## src/rtl/uart_pkg.sv

```systemverilog
// rtl/uart_pkg.sv - shared UART constants, receive FIFO entry type
package uart_pkg;

    // Receiver framing constants
    localparam int UART_DATA_W     = 8;
    localparam int UART_OVERSAMPLE = 16;
    localparam int UART_STOP_BITS  = 1;

    // Receive FIFO defaults
    localparam int UART_FIFO_DEPTH = 16;
    localparam int UART_ENTRY_W    = UART_DATA_W + 1;

    // One stored byte plus its framing-error tag
    typedef struct packed {
        logic                   err;
        logic [UART_DATA_W-1:0] data;
    } uart_entry_t;

    function automatic uart_entry_t uart_pack_entry(input logic err, input logic [UART_DATA_W-1:0] data);
        uart_entry_t e;
        e.err  = err;
        e.data = data;
        return e;
    endfunction

endpackage

```

## src/rtl/uart_fifo_ram.sv

```systemverilog
// rtl/uart_fifo_ram.sv - FIFO storage, one write port, asynchronous read
module uart_fifo_ram
    import uart_pkg::*;
#(
    parameter int DEPTH = UART_FIFO_DEPTH,
    parameter int AW    = $clog2(DEPTH)
) (
    input  logic                    clk,
    input  logic                    we,
    input  logic [AW-1:0]           waddr,
    input  logic [UART_ENTRY_W-1:0] wdata,
    input  logic [AW-1:0]           raddr,
    output logic [UART_ENTRY_W-1:0] rdata
);

    logic [UART_ENTRY_W-1:0] mem [DEPTH];

    // Storage is deliberately not reset; contents only matter behind a valid level
    always_ff @(posedge clk) begin
        if (we) begin
            mem[waddr] <= wdata;
        end
    end

    assign rdata = mem[raddr];

endmodule

```

## src/rtl/uart_rx_fifo.sv

```systemverilog
// rtl/uart_rx_fifo.sv - first-word-fall-through receive FIFO with overflow tracking
module uart_rx_fifo
    import uart_pkg::*;
#(
    parameter int DEPTH        = UART_FIFO_DEPTH,
    parameter int AFULL_THRESH = 12
) (
    input  logic                     clk,
    input  logic                     rst,
    input  logic [UART_DATA_W-1:0]   rx_data,
    input  logic                     rx_valid,
    input  logic                     rx_err,
    output logic [UART_DATA_W-1:0]   rd_data,
    output logic                     rd_err,
    output logic                     rd_valid,
    input  logic                     rd_ready,
    output logic [$clog2(DEPTH):0]   level,
    output logic                     empty,
    output logic                     full,
    output logic                     almost_full,
    output logic                     overflow,
    output logic [7:0]               drop_cnt,
    input  logic                     ovf_clr
);

    localparam int AW = $clog2(DEPTH);
    localparam int LW = AW + 1;
    localparam logic [LW-1:0] DEPTH_L = LW'(DEPTH);
    localparam logic [LW-1:0] AFULL_L = LW'(AFULL_THRESH);

    logic [AW-1:0] wr_ptr_q, wr_ptr_d;
    logic [AW-1:0] rd_ptr_q, rd_ptr_d;
    logic [LW-1:0] level_q, level_d;
    logic          empty_q, empty_d;
    logic          full_q, full_d;
    logic          afull_q, afull_d;
    logic          overflow_q, overflow_d;
    logic [7:0]    drop_cnt_q, drop_cnt_d;

    logic          pop;
    logic          push;
    logic          drop;
    uart_entry_t   wr_entry;
    uart_entry_t   rd_entry;

    assign pop  = !empty_q && rd_ready;
    // A full FIFO still accepts a byte when the head leaves in the same cycle
    assign push = rx_valid && (!full_q || pop);
    assign drop = rx_valid && full_q && !pop;

    assign wr_entry = uart_pack_entry(rx_err, rx_data);

    uart_fifo_ram #(
        .DEPTH (DEPTH),
        .AW    (AW)
    ) u_ram (
        .clk   (clk),
        .we    (push && !rst),
        .waddr (wr_ptr_q),
        .wdata (wr_entry),
        .raddr (rd_ptr_q),
        .rdata (rd_entry)
    );

    // Next-state for pointers, level, flags and overflow bookkeeping
    always_comb begin
        wr_ptr_d   = wr_ptr_q;
        rd_ptr_d   = rd_ptr_q;
        level_d    = level_q;
        overflow_d = overflow_q;
        drop_cnt_d = drop_cnt_q;

        if (push) begin
            wr_ptr_d = wr_ptr_q + 1'b1;
        end
        if (pop) begin
            rd_ptr_d = rd_ptr_q + 1'b1;
        end
        if (push && !pop) begin
            level_d = level_q + 1'b1;
        end else if (pop && !push) begin
            level_d = level_q - 1'b1;
        end

        // A drop in the same cycle as a clear restarts the count at one
        if (drop) begin
            overflow_d = 1'b1;
            if (ovf_clr) begin
                drop_cnt_d = 8'd1;
            end else if (drop_cnt_q != 8'hFF) begin
                drop_cnt_d = drop_cnt_q + 8'd1;
            end
        end else if (ovf_clr) begin
            overflow_d = 1'b0;
            drop_cnt_d = 8'd0;
        end

        empty_d = (level_d == '0);
        full_d  = (level_d == DEPTH_L);
        afull_d = (level_d >= AFULL_L);
    end

    // State registers; reset discards all entries and ignores concurrent traffic
    always_ff @(posedge clk) begin
        if (rst) begin
            wr_ptr_q   <= '0;
            rd_ptr_q   <= '0;
            level_q    <= '0;
            empty_q    <= 1'b1;
            full_q     <= 1'b0;
            afull_q    <= 1'b0;
            overflow_q <= 1'b0;
            drop_cnt_q <= 8'd0;
        end else begin
            wr_ptr_q   <= wr_ptr_d;
            rd_ptr_q   <= rd_ptr_d;
            level_q    <= level_d;
            empty_q    <= empty_d;
            full_q     <= full_d;
            afull_q    <= afull_d;
            overflow_q <= overflow_d;
            drop_cnt_q <= drop_cnt_d;
        end
    end

    assign rd_data     = rd_entry.data;
    assign rd_err      = rd_entry.err;
    assign rd_valid    = !empty_q;
    assign level       = level_q;
    assign empty       = empty_q;
    assign full        = full_q;
    assign almost_full = afull_q;
    assign overflow    = overflow_q;
    assign drop_cnt    = drop_cnt_q;

endmodule

```

## config.mk

```make
export PLATFORM = sky130hd
export DESIGN_NAME = uart_rx_fifo
export DESIGN_NICKNAME = d
export VERILOG_FILES = /design/src/rtl/uart_pkg.sv /design/src/rtl/uart_fifo_ram.sv /design/src/rtl/uart_rx_fifo.sv
export SDC_FILE = /design/constraint.sdc
export NUM_CORES = 1
export LEC_CHECK = 0
export CORE_MARGIN = 2
export CORE_UTILIZATION = 55
export CTS_CLUSTER_SIZE = 40
export DETAILED_ROUTE_END_ITERATION = 10
export PLACE_DENSITY = 0.83
export RECOVER_POWER = 50
export SYNTH_ARGS = -nofsm -noshare
export SYNTH_HDL_FRONTEND = slang
export SYNTH_SLANG_ARGS = --single-unit
```

## constraint.sdc

```tcl
create_clock -name clk -period 5.5 [get_ports clk]
set_input_delay 0.825 -clock clk [delete_from_list [all_inputs] [get_ports clk]]
set_output_delay 0.825 -clock clk [all_outputs]
set_load 0.02 [all_outputs]
```

==> flow_summary.ini <==
[sta]
final.setup_skew_ns = 0.01352
finalHoldViolCount = 0
worst_pin_slew_ns = 1.333
fin_setup_tns_ns = 0
setup_viol = 0
period_share_pct = 73.66
rsz0062_at_grt = no
max_freq_mhz = 246.8
slew_headroom_pct = 10.80
finalCriticalPeriod_ns = 4.051
slew_violations = 0

[synth]
seq_area_frac_synth_pct = 70.58
yosys_register_bits = 173
syn_nets = 392
synthArstFlopShare_pct = 0
synth_edf_count = 144
synth_area_per_cell_sq_um = 18.78
yosys_warnings = 0
synth_cell_types = 40
synth_ff_type = edfxtp_1
synthTopCellsByCount = edfxtp_1 (144), nor2_1 (40), mux4_1 (32), dfxtp_1 (29)
syn_area_sq_um = 6949
synth_top_cell_area_share_pct = 62.23
synth_top_cell_by_area = edfxtp_1
syn_inst = 370
synth_most_common_cell = edfxtp_1
synth_area_leaders = edfxtp_1 (62%), mux4_1 (12%), dfxtp_1 (8.4%), mux4_2 (4.2%), nor2_1 (2.2%)

[run_status]
status = finished clean

[grt]
grt_pass1_vias = 3519
grt_pass1_wl_microns = 19920
grt_start_max_net_pins = 37
overflow = 0
grtUsageTotal_pct = 21.29
antenna_found_initial = 0

[min_path]
min_path_type = register to register
min_from = overflow
worstHoldPathCells = 2
min_to = overflow

[floorplan]
rows = 41
die_h_microns = 116.4
coreArea_sq_um = 12470
start_util_pct = 55.75
dieArea_sq_um = 13550
die_width_microns = 116.4
ioPinCount = 41

[critical_path]
worstPathRequired_ns = 4.68
crit-reg2reg-launch = empty
reg2reg_slack_ns = 2.40
rr_endpoint = u_ram.mem[2][3]
r2r_cells = 4
cp_max_fo = 36
critPathMaxStageDelay_ns = 1.02
critical_path.startpoint_type = register
crit_slowest_cell = dfxtp_2
path_cells = mux4_1 > mux4_2 > clkdlybuf4s50_1
crit_arrival_ns = 3.23
cp-end-kind = output pin
crit_type = register to output pin

[cts]
insertion_delay_ns = 0.42
postCtsHoldBufs = 0
cts_buffer_depth = 2
ctsHtreeMaxLevel = 4
cts_tree = yes
clk_pin_slew_ns = 0.06
cts-root-buf = clkbuf_16
clock-sinks = 173
cts_resized = 0
post-cts-setup-buffer-count = 0
cts_buffers = 17

[power]
powerDensity_nw_per_um2 = 355.2
ir_worst_vdd_mv = 0.1784
leakagePower_uw = 0.002587

[drt]
ant_nets = 0
vias_per_cell = 5.757
drtIter0Drc = 424
vias = 3454
drcViolationCount = 0
drt-total-wl_microns = 13410
post_drt_wl_per_cell_microns = 22.34
firstDrtPassIters = 5

[layout]
diodes = 0
stdcell_area_sq_um = 8028
layout.nets = 437
post-route-util_pct = 64.40
area_growth_pct = 15.52
layout-drive-gt1-share_pct = 10.05

[placed_design]
dp_hpwl_microns = 7910
gp_congestion = 0.8397
numPortBuffers = 40
place_area_sq_um = 7485

[run]
drv_cap = 0
[layout by cell type, fill, tap and decap left out, drive strengths merged, types with 2 or more instances in the layout]
cell type	count
a211oi	2
a21oi	5
a31oi	2
buf	2
bufinv	2
clkbuf	25
clkdlybuf4s50	26
clkinv	5
dfxtp	29
dlygate4sd3	14
edfxtp	144
ha	8
inv	9
mux4	45
nand2	13
nand2b	4
nand3	7
nand3b	3
nand4	4
nor2	40
nor3	3
nor4	2
o21a	2
o22ai	2
or3	2
xnor2	10
xor2	6
[cells by family after synthesis]
| group | count (synthesis) | synth area share [%] |
|---|---|---|
| mux | 46 | 16.46 |
| fa+ha+maj | 8 | 1.440 |
| xor+xnor | 16 | 2.017 |
| compound gates | 20 | 2.106 |
| simple gates | 82 | 5.527 |
| flops | 173 | 70.58 |
| buf+inv | 25 | 1.872 |
[how the worst max path moves through the flow]
stage          startpoint         end  slack (ns)  cells after the start
3_3_place_gp     register  rd_data[5]        1.89                      3
2_1_floorplan    register  rd_data[2]        2.95                      4
3_5_place_dp     register  rd_data[3]        1.86                      3
5_1_grt          register  rd_data[5]        1.30                      3
6_report         register  rd_data[5]        1.45                      3
4_1_cts          register  rd_data[5]        1.40                      3
[critical path: cells and delay by family (launching register included)]
| family | cells | cell delay (ns) |
|---|---|---|
| mux | 2 | 1.18 |
| flops | 1 | 1.02 |
| buf+inv | 1 | 0.58 |
[stage by stage]
| stage | hold WS [ns] | power, uW | worst slack, ns | instances |
|---|---|---|---|---|
| final | 0.4711 | 2851 | 1.449 | 600 |
| after global routing | 0.5166 | 2942 | 1.300 | 600 |
| after CTS | 0.4817 | 2873 | 1.402 | 600 |
| after detailed placement | 0.4664 | 1748 | 1.865 | 568 |
| after global placement | 0.4621 | 1739 | 1.892 | 568 |
| after floorplan | 0.4678 | 1662 | 2.946 | 370 |
[report_power, final]
group          total [uW]  switching, uW  internal, uW
logic                 243            116           127
registers            1480           35.3          1440
clock network        1130            453           680
total                2850            604          2250
[area by class of cell]
cell class | count | area, sq um
clock buffer | 25 | 465.4
clock inverter | 7 | 92.59
fill | 830 | 4438
inverter | 9 | 33.78
multi-input combinational | 172 | 1899
sequential | 173 | 4906
tap | 172 | 215.2
timing repair buffer | 42 | 415.4
[metal layers]
layer  global-route usage [%]  vias up  wire length [microns]
met3                    5.916       25                    947
met1                    27.00     1696                   5453
met5                        0        -                      0
li1                         -     1577                      -
met2                    34.19      156                   6546
met4                    10.48        0                    458
[registers in the layout, indices dropped and copies added, names as in the netlist, named ones only]
signal / cells
rd_ptr_q: 4
wr_ptr_q: 4
almost_full: 1
u_ram.mem: 144
empty: 1
drop_cnt: 8
full: 1
overflow: 1
level: 5
No activity file was read; power rests on OpenSTA's default activity.
